### src/rtl/mux8_arbiter_if.sv
// Bus between the eight requesters and the mux8 arbiter/sequencer.
//
// Handshake: req[i] is a level request that requester i holds high for as
// long as it wants the channel. The arbiter answers with a registered,
// one-hot grant, the mux select sw and valid. Valid=1 means the mux output
// is owned and meaningful in this cycle. The owner releases early by
// raising done for one cycle (only looked at while it owns the channel) or
// by dropping its req bit. timeout pulses for one cycle in the dead cycle
// after the arbiter took the channel away because the hold limit ran out.
interface mux8_arbiter_if;
   logic [7:0] req;
   logic       done;
   logic [2:0] sw;
   logic [7:0] grant;
   logic       valid;
   logic       timeout;

   modport master (
      output req, done,
      input  sw, grant, valid, timeout
   );

   modport slave (
      input  req, done,
      output sw, grant, valid, timeout
   );
endinterface

### src/rtl/mux8_arbiter.sv
// Round-robin arbiter and select sequencer for an 8:1 single-bit mux tree.
// One owner at a time, each grant limited to HOLD_MAX cycles, and exactly
// one dead cycle between owners so the shared output never switches while
// someone holds the grant. HOLD_MAX must lie in 1..15 (4-bit hold counter).
module mux8_arbiter #(
   parameter int unsigned HOLD_MAX = 4
) (
   input  logic         clk,
   input  logic         rst_n,
   mux8_arbiter_if.slave bus,
   output logic [1:0]   dbg_state
);

   typedef enum logic [1:0] {
      ST_IDLE = 2'd0,
      ST_BUSY = 2'd1,
      ST_GAP  = 2'd2
   } state_t;

   localparam logic [3:0] CNT_LAST = 4'(HOLD_MAX - 1);

   state_t     state_q, state_d;
   logic [2:0] sw_q, sw_d;
   logic [7:0] grant_q, grant_d;
   logic       valid_q, valid_d;
   logic       timeout_q, timeout_d;
   logic [2:0] last_q, last_d;
   logic [3:0] cnt_q, cnt_d;

   logic       win_found;
   logic [2:0] win_idx;
   logic [2:0] cand;
   logic       owner_req;
   logic       release_now;

   // Round-robin search: start just after the last winner, so the previous
   // owner (if still requesting) is considered last.
   always_comb begin
      win_found = 1'b0;
      win_idx   = 3'd0;
      cand      = 3'd0;
      for (int k = 1; k <= 8; k++) begin
         cand = last_q + 3'(k);
         if (!win_found && bus.req[cand]) begin
            win_found = 1'b1;
            win_idx   = cand;
         end
      end
   end

   // Release conditions for the current owner.
   always_comb begin
      owner_req   = bus.req[sw_q];
      release_now = bus.done || !owner_req || (cnt_q == CNT_LAST);
   end

   // Next-state and registered-output computation.
   always_comb begin
      state_d   = state_q;
      sw_d      = sw_q;
      grant_d   = grant_q;
      valid_d   = valid_q;
      timeout_d = 1'b0;
      last_d    = last_q;
      cnt_d     = cnt_q;
      case (state_q)
         ST_IDLE, ST_GAP: begin
            grant_d = 8'd0;
            valid_d = 1'b0;
            if (win_found) begin
               state_d = ST_BUSY;
               sw_d    = win_idx;
               grant_d = 8'd1 << win_idx;
               valid_d = 1'b1;
               last_d  = win_idx;
               cnt_d   = 4'd0;
            end else begin
               state_d = ST_IDLE;
            end
         end
         ST_BUSY: begin
            cnt_d = cnt_q + 4'd1;
            if (release_now) begin
               state_d   = ST_GAP;
               grant_d   = 8'd0;
               valid_d   = 1'b0;
               // Only a pure hold-limit release is flagged as a timeout.
               timeout_d = !bus.done && owner_req;
            end
         end
         default: begin
            state_d = ST_IDLE;
            grant_d = 8'd0;
            valid_d = 1'b0;
         end
      endcase
   end

   // State and output registers; reset gives index 0 first priority.
   always_ff @(posedge clk or negedge rst_n) begin
      if (!rst_n) begin
         state_q   <= ST_IDLE;
         sw_q      <= 3'd0;
         grant_q   <= 8'd0;
         valid_q   <= 1'b0;
         timeout_q <= 1'b0;
         last_q    <= 3'd7;
         cnt_q     <= 4'd0;
      end else begin
         state_q   <= state_d;
         sw_q      <= sw_d;
         grant_q   <= grant_d;
         valid_q   <= valid_d;
         timeout_q <= timeout_d;
         last_q    <= last_d;
         cnt_q     <= cnt_d;
      end
   end

   assign bus.sw      = sw_q;
   assign bus.grant   = grant_q;
   assign bus.valid   = valid_q;
   assign bus.timeout = timeout_q;
   assign dbg_state   = state_q;

endmodule

### src/flat_wrapper.sv
// flat-port wrapper written by rule: the top's interface ports become plain ports
module mux8_arbiter_flat 
#(
   parameter int unsigned HOLD_MAX = 4
)
  (clk, rst_n, dbg_state, bus_req, bus_done, bus_sw, bus_grant, bus_valid, bus_timeout);
  mux8_arbiter_if bus_i ();
  input  logic clk;
  input  logic rst_n;
  output logic [1:0] dbg_state;
  input wire logic [$bits(bus_i.req)-1:0] bus_req;
  input wire logic [$bits(bus_i.done)-1:0] bus_done;
  output wire logic [$bits(bus_i.sw)-1:0] bus_sw;
  output wire logic [$bits(bus_i.grant)-1:0] bus_grant;
  output wire logic [$bits(bus_i.valid)-1:0] bus_valid;
  output wire logic [$bits(bus_i.timeout)-1:0] bus_timeout;
  assign bus_i.req = bus_req;
  assign bus_i.done = bus_done;
  assign bus_sw = bus_i.sw;
  assign bus_grant = bus_i.grant;
  assign bus_valid = bus_i.valid;
  assign bus_timeout = bus_i.timeout;
  mux8_arbiter #(.HOLD_MAX(HOLD_MAX)) u_core (.clk(clk), .rst_n(rst_n), .bus(bus_i), .dbg_state(dbg_state));
endmodule
### config.mk
export PLATFORM = sky130hd
export DESIGN_NAME = mux8_arbiter_flat
export DESIGN_NICKNAME = d
export VERILOG_FILES = /design/src/rtl/mux8_arbiter_if.sv /design/src/rtl/mux8_arbiter.sv /design/src/flat_wrapper.sv
export SDC_FILE = /design/constraint.sdc
export NUM_CORES = 1
export LEC_CHECK = 0
export CORE_MARGIN = 4
export CORE_UTILIZATION = 35
export DETAILED_ROUTE_END_ITERATION = 12
export DONT_BUFFER_PORTS = 1
export GPL_ROUTABILITY_DRIVEN = 0
export MAX_ROUTING_LAYER = met4
export SYNTH_ARGS = -nofsm -noshare
export SYNTH_HDL_FRONTEND = slang
export SYNTH_SLANG_ARGS = --single-unit
### constraint.sdc
create_clock -name clk -period 3.22 [get_ports clk]
set_clock_uncertainty 0.2 [all_clocks]
set_input_delay 0.805 -clock clk [delete_from_list [all_inputs] [get_ports clk]]
set_output_delay 0.805 -clock clk [all_outputs]
set_load 0.01 [all_outputs]
==> results.tsv, run 1 <==
metric	value	unit
synth_cell_types	62	
cts_buffers	3	
finalInstanceArea	2600	sq um
dieHeight	84.9	microns
globalRouteMet1Util	22.3	%
ys_seq_area_share	25.6	%
fmax	0.311	GHz
clkSinkCount	21	
drive_above_1_share	45.0	%
place_inst	270	
yosysWarnings	0	
hold_viol_final	0	
cts.clk_slew.worst_paths	0.08	ns
drc	0	
cap_violations	0	
diodes	0	
vias	1717	
status	complete, no violations	
synth_ff_type	dfrtp_1	
tightest_slew	0.570	ns
root_buffer	clkbuf_8	
portBuffers	0	
synthDominantCellAreaShare	21.8	%
chipWidth	84.9	microns
antenna_found_initial	0	
firstDrtPassIters	4	
slew_headroom	61.9	%
period_needed	3.21	ns
synthArstFlopShare	100	%
rsz0062_at_grt	yes	
synth-edff-count	0	
syn_area	2070	sq um
grt_pass1_vias	1621	
instances_no_fill	283	
syn2layout_area_growth	25.5	%
period_share	99.7	%
dpl.hpwl	3.88	mm
clock_path_buffers	2	
holdWs	0.0233	ns
track_usage	15.7	%
start_util	36.9	%
r2r_setup_slack	0.009	ns
rows	27	
grt_busiest_layer	met2	
via_per_inst	6.07	
postCtsHoldBufs	0	
grt_first_pass_wirelength	8.92	mm
synth_cells	196	
crit_fanout	6	
grt_max_degree	22	
io_pins	26	
setup_violations	0	
clk_latency	0.26	ns
synth-seq-cells	21	
place_area	2220	sq um
wl	5.62	mm
cts_tree	yes	
yosysTopAreaCell	dfrtp_1	
drt.antenna.violating_nets	0	
wl_per_cell	19.9	microns
htree_levels	1	
required	3.16	ns
gr-total-overflow	0	
synth_fp_nets	210	
use_met3	3.79	%
syn_avg_cell_area	10.6	sq um
hp-class	in2async	
crit_path_end_kind	register	
coreArea	5610	sq um
criticalPathCategory	reg2reg	
crit_arrival	3.15	ns
synth.area.top_cells	dfrtp_1, mux4_2, mux2i_1	
fillCellCount	533	
cp-start-kind	register	
grt_use_met2	23.6	%
drt_iter0_drc	87	
fin_nets	226	
finalMaxSlewViolations	0	
dieArea	7200	sq um
[cell families (layout without fill, tap and decap cells)]
kind of cell,Yosys count,in the layout,synth area share [%]
compound gates,53,53,23.0
xor+xnor,4,4,1.69
fa+ha+maj,3,3,1.82
buf+inv,19,33,5.87
flops,21,21,25.6
mux,37,38,26.9
simple gates,59,59,15.1
[layout by cell type, fill, tap and decap left out, drive strengths merged, types with 3 or more instances in the layout]
cell type  netlist  final
clkbuf           4      3
nand2b           6      6
buf              9     23
and3             3      3
nand3            7      7
dfstp            3      3
o22ai            3      3
mux2             6      6
nand2           21     21
o41ai            4      4
inv              6      6
ha               3      3
mux2i           17     17
o211ai           3      3
nor3             4      4
nor2             9      9
o21a             3      3
o31ai            5      5
o21ai            8      8
mux4            14     15
a21oi            9      9
dfrtp           18     18
[state kept, by name (all words and copies together), names as in the netlist]
signal / flops
u_core.last_q: 3
u_core.bus.timeout: 1
u_core.bus.sw: 3
u_core.cnt_q: 4
u_core.bus.valid: 1
u_core.dbg_state: 1
u_core.bus.grant: 8
[what timing repair did]
item,in CTS,in global routing
gates resized for setup,8,42
setup endpoints to repair,10,14
pin swaps,4,17
endpoints found under the hold margin,0,0
setup buffers,0,8
cloned,1,0
[layout make-up]
class / instances / area (sq um) / share of cell area (%)
clock inverter: 1 / 5.00 / 0.193
timing repair buffer: 23 / 206 / 7.95
sequential: 21 / 529 / 20.4
clock buffer: 3 / 41.3 / 1.59
multi-input combinational: 157 / 1690 / 65.3
tap: 72 / 90.1 / 3.47
inverter: 6 / 30.0 / 1.16
[layer usage]
metal  share of wire, %  up-vias
met5                  0        -
met4               0.39        0
met3                5.5        2
met2                 48       48
met1                 46      864
li1                   -      803
[stage by stage]
step / TNS [ns] / worst slack (ns) / utilization [%]
after CTS: -0.00660 / -0.00660 / 41.6
final: 0 / 0.00938 / 46.3
after detailed placement: -0.261 / -0.106 / 39.6
after floorplan: -0.487 / -0.127 / -
after global placement: 0 / 0.0131 / 39.6
after global routing: -0.813 / -0.111 / 46.3
[cell usage after synthesis, types with 3 or more instances]
| library cell | number |
|---|---|
| mux2i_1 | 16 |
| o21ai_0 | 8 |
| nand2_1 | 21 |
| o41ai_2 | 4 |
| mux2_2 | 6 |
| nor2_1 | 7 |
| buf_6 | 5 |
| o31ai_1 | 4 |
| o22ai_1 | 3 |
| a21oi_1 | 8 |
| dfrtp_1 | 18 |
| nand3_1 | 6 |
| nor3_1 | 4 |
| inv_2 | 3 |
| nand2b_1 | 5 |
| mux4_2 | 14 |
| inv_1 | 3 |
| clkbuf_1 | 3 |
| dfstp_2 | 3 |
| ha_1 | 3 |
[worst max-delay path, stage by stage, from the launching register on]
cell and delay, ns:
dfstp_2 0.59, inv_8 0.04, ha_4 0.31, buf_6 0.13
mux4_2 0.52, mux2i_4 0.20, nand2b_4 0.12, a21oi_4 0.23
nand2_2 0.10, buf_6 0.12, o32ai_4 0.39, o31ai_2 0.13
[worst paths after layout]
check | startpoint | end | cells past startpoint
min in group clk | u_core.cnt_q[3]$_DFFE_PN0P_ | u_core.bus.timeout$_DFF_PN0_ | 1
worst min-delay path | rst_n | u_core.bus.grant[6]$_DFFE_PN0P_ | 0
max in group asynchronous | rst_n | u_core.last_q[1]$_DFFE_PN1P_ | 0
worst max register to register | u_core.last_q[0]$_DFFE_PN1P_ | u_core.bus.grant[4]$_DFFE_PN0P_ | 11
worst max-delay path | u_core.last_q[0]$_DFFE_PN1P_ | u_core.bus.grant[4]$_DFFE_PN0P_ | 11
worst min register to register | u_core.cnt_q[3]$_DFFE_PN0P_ | u_core.bus.timeout$_DFF_PN0_ | 1
Power of run 1 is not shown: default switching activity piles up to over one toggle a cycle in this logic, so the estimate is an artifact.
==> run 2, diff against run 1 <==
--- a/config.mk
+++ b/config.mk
@@ -11,6 +11,7 @@
 export DONT_BUFFER_PORTS = 1
 export GPL_ROUTABILITY_DRIVEN = 0
 export MAX_ROUTING_LAYER = met4
+export PLACE_DENSITY = 0.59
 export SYNTH_ARGS = -nofsm -noshare
 export SYNTH_HDL_FRONTEND = slang
 export SYNTH_SLANG_ARGS = --single-unit
==> results.tsv, run 2 (same netlist as run 1, synthesis figures left out) <==
metric	value	unit
dieHeight	84.9	microns
finalMaxSlewViolations	0	
syn2layout_area_growth	22.8	%
drive_above_1_share	44.8	%
coreArea	5610	sq um
hold_viol_final	0	
status	finished with violations	
largest_reg_flops	8	
violations	setup timing	
gr-total-overflow	0	
drt.antenna.violating_nets	0	
postCtsHoldBufs	0	
antenna_found_initial	0	
via_per_inst	5.95	
cts.clk_slew.worst_paths	0.08	ns
portBuffers	0	
fmax	0.309	GHz
finalInstanceArea	2540	sq um
r2r_cells	10	
root_buffer	clkbuf_8	
layout_common_cells	nand2_1, dfrtp_1, buf_4, mux4_2, mux2i_1	
dieArea	7200	sq um
place_inst	273	
hp-class	in2async	
tightest_slew	0.556	ns
slew_headroom	62.8	%
setup_violations	1	
instances_no_fill	284	
cts_tree	yes	
reg2reg_to	u_core.bus.grant[3]$_DFFE_PN0P_	
cap_violations	0	
htree_levels	1	
period_share	100	%
rr_startpoint	u_core.last_q[0]$_DFFE_PN1P_	
vias	1690	
grt_first_pass_wirelength	8.59	mm
chipWidth	84.9	microns
grt_max_degree	22	
rsz0062_at_grt	yes	
wl_per_cell	18.6	microns
wl	5.28	mm
startpoint	u_core.last_q[0]$_DFFE_PN1P_	
criticalPathCategory	reg2reg	
clock_path_buffers	2	
diodes	0	
holdWs	0.0278	ns
r2r_setup_slack	-0.01	ns
rows	27	
firstDrtPassIters	4	
crit_path_end_kind	register	
critPathCapture	u_core.bus.grant[3]$_DFFE_PN0P_	
place_area	2260	sq um
crit_arrival	3.20	ns
track_usage	15.1	%
required	3.18	ns
drt_iter0_drc	105	
io_pins	26	
cp-start-kind	register	
clkSinkCount	21	
fin_nets	227	
period_needed	3.23	ns
grt_pass1_vias	1655	
dpl.hpwl	3.86	mm
fillCellCount	538	
clk_latency	0.26	ns
fin_ws	-0.0130	ns
layout_commonest_cell	nand2_1	
start_util	36.9	%
crit_fanout	6	
drc	0	
cts_buffers	3	
[run 2: worst min path at each step]
stage	depth (start not counted)	to	start	slack (ns)
2_1_floorplan	1	u_core.cnt_q[2]$_DFFE_PN0P_	u_core.cnt_q[2]$_DFFE_PN0P_	0.27
3_3_place_gp	1	u_core.cnt_q[2]$_DFFE_PN0P_	u_core.cnt_q[2]$_DFFE_PN0P_	0.29
3_5_place_dp	1	u_core.bus.timeout$_DFF_PN0_	u_core.cnt_q[3]$_DFFE_PN0P_	0.30
4_1_cts	0	u_core.bus.sw[1]$_DFFE_PN0P_	rst_n	0.02
5_1_grt	0	u_core.bus.grant[6]$_DFFE_PN0P_	rst_n	0.01
6_report	0	u_core.bus.grant[2]$_DFFE_PN0P_	rst_n	0.03
[run 2: worst max-delay path, cell delays in order (launching register included)]
cell      delay [ns]
dfstp_2         0.59
inv_8           0.04
ha_4            0.31
buf_6           0.13
mux4_2          0.53
mux2i_4         0.23
nand2b_4        0.13
a21boi_4        0.27
o211ai_1        0.17
and4_4          0.23
o41ai_2         0.30
[run 2: per-layer routing]
metal / track usage, % / vias up / part of all wire [%]
li1: - / 796 / -
met1: 21.2 / 850 / 46
met2: 22.6 / 40 / 48
met3: 3.20 / 4 / 5.4
met4: 3.02 / 0 / 0.89
met5: - / - / 0
[run 2: layout make-up]
cell class / instances / area, sq um / share of cell area (%)
clock buffer: 4 / 45.0 / 1.77
inverter: 6 / 30.0 / 1.18
multi-input combinational: 156 / 1620 / 63.7
sequential: 21 / 529 / 20.8
tap: 72 / 90.1 / 3.55
timing repair buffer: 25 / 226 / 8.92
[run 2: timing repair]
item,4_1_cts,5_1_grt
buffers inserted,0,7
setup endpoints to repair,9,16
pin swaps,2,14
resized for setup,5,35
[run 2: metrics by stage]
step	utilization, %	setup slack (ns)	TNS, ns
2_1_floorplan	-	-0.127	-0.487
3_3_place_gp	40.3	-0.0263	-0.0263
3_5_place_dp	40.3	-0.0965	-0.163
4_1_cts	41.4	0.0106	0
5_1_grt	45.3	-0.122	-0.942
6_report	45.3	-0.0130	-0.0130
Power of run 2 is left out for the same reason.
==> run 3, diff against run 2 <==
--- a/config.mk
+++ b/config.mk
@@ -12,6 +12,7 @@
 export GPL_ROUTABILITY_DRIVEN = 0
 export MAX_ROUTING_LAYER = met4
 export PLACE_DENSITY = 0.59
+export SETUP_SLACK_MARGIN = 0.1
 export SYNTH_ARGS = -nofsm -noshare
 export SYNTH_HDL_FRONTEND = slang
 export SYNTH_SLANG_ARGS = --single-unit
==> results.tsv, run 3 (same netlist as run 1, synthesis figures left out) <==
metric	value	unit
crit_arrival	3.16	ns
slew_headroom	62.3	%
period_share	99.3	%
dpl.hpwl	3.93	mm
rr_startpoint	u_core.last_q[0]$_DFFE_PN1P_	
criticalPathCategory	reg2reg	
fin_tns_setup	0	ns
layout_commonest_cell	buf_4	
start_util	36.9	%
via_per_inst	6.01	
setup_violations	0	
dieHeight	84.9	microns
drive_above_1_share	44.2	%
wl	5.68	mm
drt_iter0_drc	110	
rsz0062_at_grt	yes	
startpoint	u_core.last_q[0]$_DFFE_PN1P_	
crit_path_end_kind	register	
portBuffers	0	
hold_viol_final	0	
grt_max_degree	22	
grt_pass1_vias	1682	
fmax	0.313	GHz
final_util	46.2	%
antenna_found_initial	0	
clk_latency	0.26	ns
finalMaxSlewViolations	0	
holdWs	0.0337	ns
io_pins	26	
tightest_slew	0.563	ns
required	3.18	ns
fin_nets	232	
clock_path_buffers	2	
syn2layout_area_growth	25.3	%
layout_common_cells	buf_4, nand2_1, dfrtp_1, mux4_2, mux2i_1	
status	complete, no violations	
place_inst	270	
drc	0	
cp-start-kind	register	
rows	27	
firstDrtPassIters	4	
instances_no_fill	289	
htree_levels	1	
postCtsHoldBufs	0	
grt_first_pass_wirelength	9.22	mm
hp-class	in2async	
root_buffer	clkbuf_8	
wl_per_cell	19.6	microns
period_needed	3.20	ns
cts_tree	yes	
dieArea	7200	sq um
diodes	0	
vias	1738	
clkSinkCount	21	
drt.antenna.violating_nets	0	
coreArea	5610	sq um
chipWidth	84.9	microns
cap_violations	0	
crit_fanout	6	
track_usage	16.1	%
cts.clk_slew.worst_paths	0.08	ns
gr-total-overflow	0	
fillCellCount	545	
cts_buffers	3	
largest_reg_flops	8	
[run 3: final cells by class]
class | instances | area, sq um | share of cell area, %
clock buffers | 3 | 41.3 | 1.59
clock inverters | 1 | 5.00 | 0.193
inverters | 6 | 30.0 | 1.16
multi-input cells | 157 | 1650 | 63.6
flip-flops and latches | 21 | 529 | 20.4
well taps | 72 | 90.1 | 3.47
repair buffers | 29 | 248 | 9.56
[run 3: path summary, 6_finish.rpt]
kind | endpoint | slack, ns | cells after the start
setup / recovery | u_core.bus.grant[1]$_DFFE_PN0P_ | 0.02 | 10
hold / removal | u_core.dbg_state[1]$_DFFE_PN0P_ | 0.03 | 0
setup reg to reg | u_core.bus.grant[1]$_DFFE_PN0P_ | 0.02 | 10
hold reg to reg | u_core.cnt_q[2]$_DFFE_PN0P_ | 0.31 | 1
max in group asynchronous | u_core.last_q[1]$_DFFE_PN1P_ | 2.61 | 0
min in group clk | u_core.cnt_q[2]$_DFFE_PN0P_ | 0.31 | 1
[run 3: through the flow]
step | setup slack [ns] | area (sq um)
after global routing | -0.108 | 2590
after global placement | -0.0563 | 2230
after detailed placement | -0.0667 | 2230
final | 0.0223 | 2590
after CTS | 0.0494 | 2390
after floorplan | -0.127 | 2140
[run 3: worst max-delay path, stage by stage, from the launching register on]
cell and delay (ns):
dfstp_2 0.59, inv_8 0.04, ha_4 0.32, mux4_2 0.55
mux2i_4 0.21, nand2b_4 0.12, a21boi_4 0.29, buf_4 0.16
a211oi_2 0.09, o32a_4 0.27, o41ai_2 0.27
[run 3: timing repair]
item,in CTS,in global routing
setup endpoints to repair,10,17
pin swaps,5,12
resized for setup,10,28
cloned,1,0
buffers inserted,4,10
[run 3: per-layer routing]
metal | global-route usage [%] | up-vias | wire, microns
met5 | - | - | 0
met4 | 2.01 | 0 | 29
met3 | 2.72 | 4 | 290
met2 | 24.6 | 46 | 2800
met1 | 23.1 | 877 | 2550
li1 | - | 811 | -
Power of run 3 is left out for the same reason.
==> variant, RTL diff (config.mk and constraints of run 2) <==
Make the reset (`rst_n`) synchronous in one clocked block.
--- a/src/rtl/mux8_arbiter.sv
+++ b/src/rtl/mux8_arbiter.sv
@@ -99,3 +99,3 @@
    // State and output registers; reset gives index 0 first priority.
-   always_ff @(posedge clk or negedge rst_n) begin
+   always_ff @(posedge clk) begin
       if (!rst_n) begin
Function: differs if rst_n is asserted again (counterexample within 4 cycles, from zero or initial values and one cycle with rst_n low); with rst_n held inactive, the same outputs for 10 cycles.
==> variant against run 2 <==
Sequential cell count did not move; final area fell by 20%; area after synthesis fell by 15%; wire length fell by 17%; worst setup slack improved by 0.14 ns.
==> variant: results (changes against run 2) <==
stage	metric	value	unit	change
timing	fin_crit	3.089	ns	was 3.233 ns
logic_synthesis	syn-num-nets	193		was 210
worst_setup_path	crit_slowest_cell	or3_4		was dfstp_2
placed_design	place_ws	0.01693	ns	was -0.09653 ns
placed_design	dp_hpwl	3348	um	was 3859 um
timing	setup_violations	0		was 1
final_layout	nNetsFinal	210		was 227
worst_setup_path	cpPeakStageDelay	0.37	ns	was 0.59 ns
worst_setup_path	r2r_start	u_core.last_q[1]		was u_core.last_q[0]
logic_synthesis	synthMuxAreaShare	27.30	%	was 26.92%
clock_network	ctsLongestPathBuffers	2		unchanged
routing	vias	1534		was 1690
worst_setup_path	r2r-end	u_core.bus.grant[2]		was u_core.bus.grant[3]
global_route	grtUsageMet1	18.76	%	was 21.20%
logic_synthesis	synth-compound-area-share	20.81	%	was 22.99%
worst_setup_path	cp_max_fo	5		was 6
final_layout	drive_above_1_share	32.31	%	was 44.81%
logic_synthesis	yosys_warnings	0		unchanged
global_route	use_met3	2.948	%	was 3.204%
worst_setup_path	cpLargestDelayFamily	simple AND/OR/NAND/NOR gates		was multiplexers
logic_synthesis	synth.area.top_cells	dfxtp_1 (24%), mux4_2 (15%), mux2i_1 (9.1%)		was dfrtp_1 (22%), mux4_2 (15%), mux2i_1 (7.7%)
logic_synthesis	synthFlopType	dfxtp_1		was dfrtp_1
routing	wl_met2	2150	um	was 2536 um
hold_path	hold_path.class	flop to flop		was input port to async pin
logic_synthesis	async_flop_share	0	%	was 100.0%
global_route	grt_max_degree	15		was 22
logic_synthesis	synth_fa_ha_area_share	2.138	%	was 1.815%
logic_synthesis	synth_commonest_cells	dfxtp_1 (21), mux2i_1 (16), nand2_1 (16)		was nand2_1 (21), dfrtp_1 (18), mux2i_1 (16)
hold_path	whs_endpoint	u_core.cnt_q[3]		
worst_setup_path	setup.worst_path.start	u_core.last_q[1]		was u_core.last_q[0]
clock_network	cts.root.buffer_cell	clkbuf_8		unchanged
worst_setup_path	r2r_cells	11		was 10
routing	wl_per_cell	16.82	um	was 18.58 um
routing	drtIter0Drc	143		was 105
logic_synthesis	synth_xor_area_share	3.778	%	was 1.694%
global_route	grt_use_total	15.00	%	was 15.10%
logic_synthesis	synthDistinctLibCells	54		was 62
global_route	grt_pass1_wl	7410	um	was 8590 um
status	status	complete, no violations		was finished, violations left
final_layout	nFillCells	446		was 538
global_route	use_met2	24.45	%	was 22.63%
routing	wl_met1	1886	um	was 2410 um
global_route	grt_pass1_vias	1505		was 1655
==> variant: cell count changes after synthesis, sizes merged, moves of 5 or more <==
cell,delta
dfrtp,-18
dfxtp,+21
nor2,+6
o31ai,-5
nand2,-5
a21oi,-5
a32o,+8
==> variant: stage by stage <==
stage | util, % | area, um^2 | std cells
2_1_floorplan | - | 1804 | 179
3_3_place_gp | 39.97 | 1913 | 252
3_5_place_dp | 39.97 | 1913 | 252
4_1_cts | 40.94 | 1959 | 256
5_1_grt | 42.27 | 2023 | 262
6_report | 42.27 | 2023 | 262
==> variant: final cells by class <==
class	count	area [um^2]	share of cell area, %
clock buffer	3	41.29	2.041
inverter	6	28.78	1.422
tap	67	83.83	4.143
sequential	21	422.9	20.90
timing repair buffer	22	165.2	8.163
clock inverter	1	5.005	0.2474
multi-input combinational	142	1276	63.08
